[config.mk]
export PLATFORM = sky130hd
export DESIGN_NAME = spike_classifier
export DESIGN_NICKNAME = d
export VERILOG_FILES = /design/src/rtl/spike_classifier.sv
export SDC_FILE = /design/constraint.sdc
export NUM_CORES = 1
export LEC_CHECK = 0
export ABC_AREA = 0
export CORE_MARGIN = 2
export CORE_UTILIZATION = 50
export DETAILED_ROUTE_END_ITERATION = 8
export GPL_TIMING_DRIVEN = 0
export HOLD_SLACK_MARGIN = 0.06
export PLACE_DENSITY = 0.81
export SLEW_MARGIN = 20
export SYNTH_ARGS = -nofsm -noshare
export SYNTH_HDL_FRONTEND = slang
export SYNTH_SLANG_ARGS = --single-unit
[constraint.sdc]
create_clock -name clk -period 3.55 [get_ports clk]
set_input_delay 0.71 -clock clk [delete_from_list [all_inputs] [get_ports clk]]
set_output_delay 0.71 -clock clk [all_outputs]
set_load 0.005 [all_outputs]
[src/rtl/spike_classifier.sv]
// Counts 4-phase spike handshakes per neuron over a WINDOW-cycle window, then scans for the winner.
// Ack rises/falls 3 edges after req; never stalls the layer; done = WINDOW+NEURONS+1 cycles after start.
module spike_classifier #(
    parameter int NEURONS = 2,
    parameter int CNT_W   = 8,
    parameter int WINDOW  = 64
) (
    input  logic                       clk,
    input  logic                       rst,
    input  logic [NEURONS-1:0]         req_in,
    output logic [NEURONS-1:0]         ack_in,
    input  logic                       start,
    output logic                       busy,
    output logic                       done,
    output logic [$clog2(NEURONS)-1:0] winner,
    output logic [CNT_W-1:0]           winner_count,
    output logic                       tie
);
    localparam int IDX_W = $clog2(NEURONS);
    localparam int TMR_W = $clog2(WINDOW + 1);
    localparam logic [TMR_W-1:0] TMR_LOAD = TMR_W'(WINDOW - 1);
    localparam logic [IDX_W-1:0] IDX_LAST = IDX_W'(NEURONS - 1);
    localparam logic [CNT_W-1:0] CNT_MAX  = '1;

    typedef enum logic [1:0] {IDLE, COUNT, DECIDE, DONE} top_state_t;
    typedef enum logic {WAIT_REQ, WAIT_REL} hs_state_t;

    top_state_t         r_state, w_state_nxt;
    hs_state_t          r_hs [NEURONS];
    hs_state_t          w_hs_nxt [NEURONS];
    logic [NEURONS-1:0] r_sync1, r_sync2, w_spike, w_ack_nxt;
    logic [TMR_W-1:0]   r_timer;
    logic [CNT_W-1:0]   r_cnt [NEURONS];
    logic [IDX_W-1:0]   r_idx, r_max_idx, w_max_idx;
    logic [CNT_W-1:0]   r_max, w_max, w_cur;
    logic               r_tie, w_tie;

    always_comb begin
        for (int i = 0; i < NEURONS; i++) begin
            w_hs_nxt[i]  = r_hs[i];
            w_ack_nxt[i] = ack_in[i];
            w_spike[i]   = 1'b0;
            case (r_hs[i])
                WAIT_REQ: if (r_sync2[i]) begin
                    w_hs_nxt[i]  = WAIT_REL;
                    w_ack_nxt[i] = 1'b1;
                    w_spike[i]   = 1'b1;
                end
                WAIT_REL: if (!r_sync2[i]) begin
                    w_hs_nxt[i]  = WAIT_REQ;
                    w_ack_nxt[i] = 1'b0;
                end
                default: w_hs_nxt[i] = WAIT_REQ;
            endcase
        end
    end

    always_ff @(posedge clk) begin
        if (rst) begin
            r_sync1 <= '0;
            r_sync2 <= '0;
            ack_in  <= '0;
            for (int i = 0; i < NEURONS; i++) r_hs[i] <= WAIT_REQ;
        end else begin
            r_sync1 <= req_in;
            r_sync2 <= r_sync1;
            ack_in  <= w_ack_nxt;
            for (int i = 0; i < NEURONS; i++) r_hs[i] <= w_hs_nxt[i];
        end
    end

    always_comb begin
        w_state_nxt = r_state;
        busy        = 1'b0;
        done        = 1'b0;
        case (r_state)
            IDLE:    if (start) w_state_nxt = COUNT;
            COUNT: begin
                busy = 1'b1;
                if (r_timer == '0) w_state_nxt = DECIDE;
            end
            DECIDE: begin
                busy = 1'b1;
                if (r_idx == IDX_LAST) w_state_nxt = DONE;
            end
            DONE: begin
                done        = 1'b1;
                w_state_nxt = IDLE;
            end
            default: w_state_nxt = IDLE;
        endcase
    end

    always_ff @(posedge clk) begin
        if (rst) r_state <= IDLE;
        else     r_state <= w_state_nxt;
    end

    // Running max over the scan; strict > keeps the lowest index on ties.
    always_comb begin
        w_cur     = r_cnt[r_idx];
        w_max     = r_max;
        w_max_idx = r_max_idx;
        w_tie     = r_tie;
        if (r_idx == '0) begin
            w_max     = w_cur;
            w_max_idx = '0;
            w_tie     = 1'b0;
        end else if (w_cur > r_max) begin
            w_max     = w_cur;
            w_max_idx = r_idx;
            w_tie     = 1'b0;
        end else if (w_cur == r_max) begin
            w_tie     = 1'b1;
        end
    end

    always_ff @(posedge clk) begin
        if (rst) begin
            r_timer      <= '0;
            r_idx        <= '0;
            r_max        <= '0;
            r_max_idx    <= '0;
            r_tie        <= 1'b0;
            winner       <= '0;
            winner_count <= '0;
            tie          <= 1'b0;
            for (int i = 0; i < NEURONS; i++) r_cnt[i] <= '0;
        end else begin
            case (r_state)
                IDLE: if (start) begin
                    r_timer <= TMR_LOAD;
                    r_idx   <= '0;
                    for (int i = 0; i < NEURONS; i++) r_cnt[i] <= '0;
                end
                COUNT: begin
                    if (r_timer != '0) r_timer <= r_timer - 1'b1;
                    for (int i = 0; i < NEURONS; i++)
                        if (w_spike[i] && r_cnt[i] != CNT_MAX) r_cnt[i] <= r_cnt[i] + 1'b1;
                end
                DECIDE: begin
                    r_max     <= w_max;
                    r_max_idx <= w_max_idx;
                    r_tie     <= w_tie;
                    if (r_idx == IDX_LAST) begin
                        r_idx        <= '0;
                        winner       <= w_max_idx;
                        winner_count <= w_max;
                        tie          <= w_tie;
                    end else begin
                        r_idx <= r_idx + 1'b1;
                    end
                end
                default: ;
            endcase
        end
    end
endmodule

==> impl_metrics.ini <==
[setup_path]
startpoint_type = primary input
crit_fanout = 10
crit_required_ns = 3.50
worstPathArrival_ns = 2.81
crit_type = in -> reg
cp-end-kind = flop

[floorplan]
pin_count = 19
row_count = 27
core-area_um2 = 5540
chipWidth_um = 80.15
die_h_um = 80.15
start_util_pct = 52.33
die_area_um2 = 6423

[cts]
cts_tree = built
cts-htree-levels = 2
cts-resized-gates = 0
cts_buffers = 5
postCtsHoldBufs = 0
path_clk_slew_ns = 0.11
clockBufferDepth = 2
root_buffer = clkbuf_8
clock_latency_ns = 0.32
post_cts_buffers = 0
clock-sinks = 55

[routing]
vias_per_cell = 5.520
routed-via-count = 2197
drc = 0
firstDrtPassIters = 4
dr.first_iter.drc_count = 95
antenna_left = 0
wl_per_cell_um = 15.03
wirelength_um = 5983

[power_and_ir_drop]
powerDensity_nw_per_um2 = 648.2
cellLeakagePower_uw = 0.001205
peakVddDrop_mv = 0.6063

[sta]
slew_headroom_pct = 50.29
finalSetupViolCount = 0
hold_viol = 0
period_needed_ns = 2.863
rsz0062_at_grt = false
fin_crit_sh_pct = 80.65
max_freq_ghz = 0.3493
tightest_slew_ns = 0.7442
skew_ns = 0.01824
setup_slack_ns = 0.6869
setup-tns-final_ns = 0
drv_slew = 0

[placed_design]
hpwl_um = 4296
port_buffers = 18
place_ws_ns = 0.2945
place.gp.congestion = 0.8801

[min_path]
hold_path.class = reg -> reg

[synth]
yosys_warnings = 0
synthArstFlopShare_pct = 0
synth_flop_cell = dfxtp_1
synth_mux_area_share_pct = 5.870
ys_seq_elements = 55
avgSynthCellArea_um2 = 9.663
synth_top_family_by_area = simple AND/OR/NAND/NOR gates
synthTopCellsByArea = dfxtp_1 27%, edfxtp_1 17%, ha_1 7.8%, mux2i_1 5.9%, nor2_1 4.1%
synthXorXnorAreaFrac_pct = 4.834
yosys.area_share.adder_pct = 7.769
synthSimpleGateAreaFrac_pct = 19.64
netlist_instances = 300
post-synth-top-area-cell = dfxtp_1
synth_cell_types = 38
synth_enable_flop_cells = 16
yosysSeqAreaShare_pct = 43.50
syn-num-nets = 323
syn_area_um2 = 2899
synth_top_area_share_pct = 26.93
synth_compound_area_share_pct = 13.34

[grt]
first_global_vias = 2209
gr-usage-met3_pct = 3.483
grt_pass1_wl_um = 10190
grt_max_degree = 20
gr-usage-met1_pct = 24.75
use_met2_pct = 36.33
antenna_found_initial = 0
overflow = 0
grt.busiest_layer = met2
grt.total_usage_pct = 20.40

[finish]
mostFrequentLayoutCell = dfxtp_1
diodes = 0
layout_common_cells = 39 x dfxtp_1, 32 x nor2_1, 24 x inv_1
fill_cells = 484
final_nets = 348
final_layout_size_suffix_gt1_share_pct = 9.202
area_delta_synth_final_pct = 13.42

[flow_run]
cap_viol_max_count = 0

[run_status]
outcome = complete, no violations
metal layers:
metal / up-vias / routed length (um)
met1: 1046 / 2709
met4: 0 / 81
met2: 44 / 2950
met5: - / 0
li1: 1100 / -
met3: 7 / 242
worst max-delay path: stages:
cell,delay (ns)
clkdlybuf4s50_1,0.54
clkbuf_1,0.35
clkbuf_1,0.45
a21oi_1,0.13
o21bai_1,0.62
synth_stat cells, drive strengths merged, types with 6 or more instances:
library cell	count
buf	8
a21oi	14
dfxtp	39
nor2	32
o311ai	8
ha	18
xor2	12
nand2	10
or2	10
inv	24
nand3	10
nand3b	9
nor2b	13
edfxtp	16
and3	6
mux2i	17
nand2b	9
a211o	9
report_power, final:
| part | leakage (uW) | switching [uW] | internal (uW) |
|---|---|---|---|
| Clock | 0.0000607 | 222 | 218 |
| Combinational | 0.000653 | 488 | 327 |
| Sequential | 0.000491 | 109 | 767 |
logic make-up after synthesis:
| family | Yosys count |
|---|---|
| AO/OA/AOI/OAI | 51 |
| XOR/XNOR | 16 |
| adder cells (fa/ha/maj) | 18 |
| buffers and inverters | 37 |
| flip-flops | 55 |
| multiplexers | 17 |
| AND/OR/NAND/NOR | 106 |
state kept, by name, summed over array words and instances, names as in the netlist, named ones only:
name / count
r_timer: 7
r_cnt: 16
r_sync1: 2
r_sync2: 2
r_max_idx: 1
r_hs: 2
ack_in: 2
tie: 1
r_tie: 1
r_state: 2
winner: 1
winner_count: 8
r_max: 8
r_idx: 1
through the flow:
step           hold slack (ns)  utilization (%)  total power (uW)  instances  instance area, um^2
3_5_place_dp            0.4282            57.20              1694        390                 3169
2_1_floorplan           0.4138                -              1480        300                 2899
6_report                0.4526            59.35              2131        398                 3288
5_1_grt                 0.4748            59.35              2276        398                 3288
3_3_place_gp            0.4197            57.20              1659        390                 3169
4_1_cts                 0.4587            59.35              2136        398                 3288
final timing paths:
| kind | startpoint | end | slack [ns] | depth (start not counted) |
|---|---|---|---|---|
| max reg2reg | flop | winner_count[7] | 0.72 | 10 |
| min reg2reg | r_sync1[1] | r_sync2[1] | 0.45 | 1 |
| max | rst | r_cnt[0][5] | 0.69 | 5 |
| min | r_sync1[1] | r_sync2[1] | 0.45 | 1 |
final cells by class:
cell class / count / area (um^2) / area share (%)
timing repair buffer: 18 / 180.2 / 5.479
tap: 72 / 90.09 / 2.740
clock inverter: 3 / 50.05 / 1.522
multi-input combinational: 208 / 1491 / 45.36
clock buffer: 5 / 68.82 / 2.093
inverter: 24 / 90.09 / 2.740
buffer: 13 / 56.30 / 1.712
sequential: 55 / 1261 / 38.36
(Power assumes the default switching activity.)
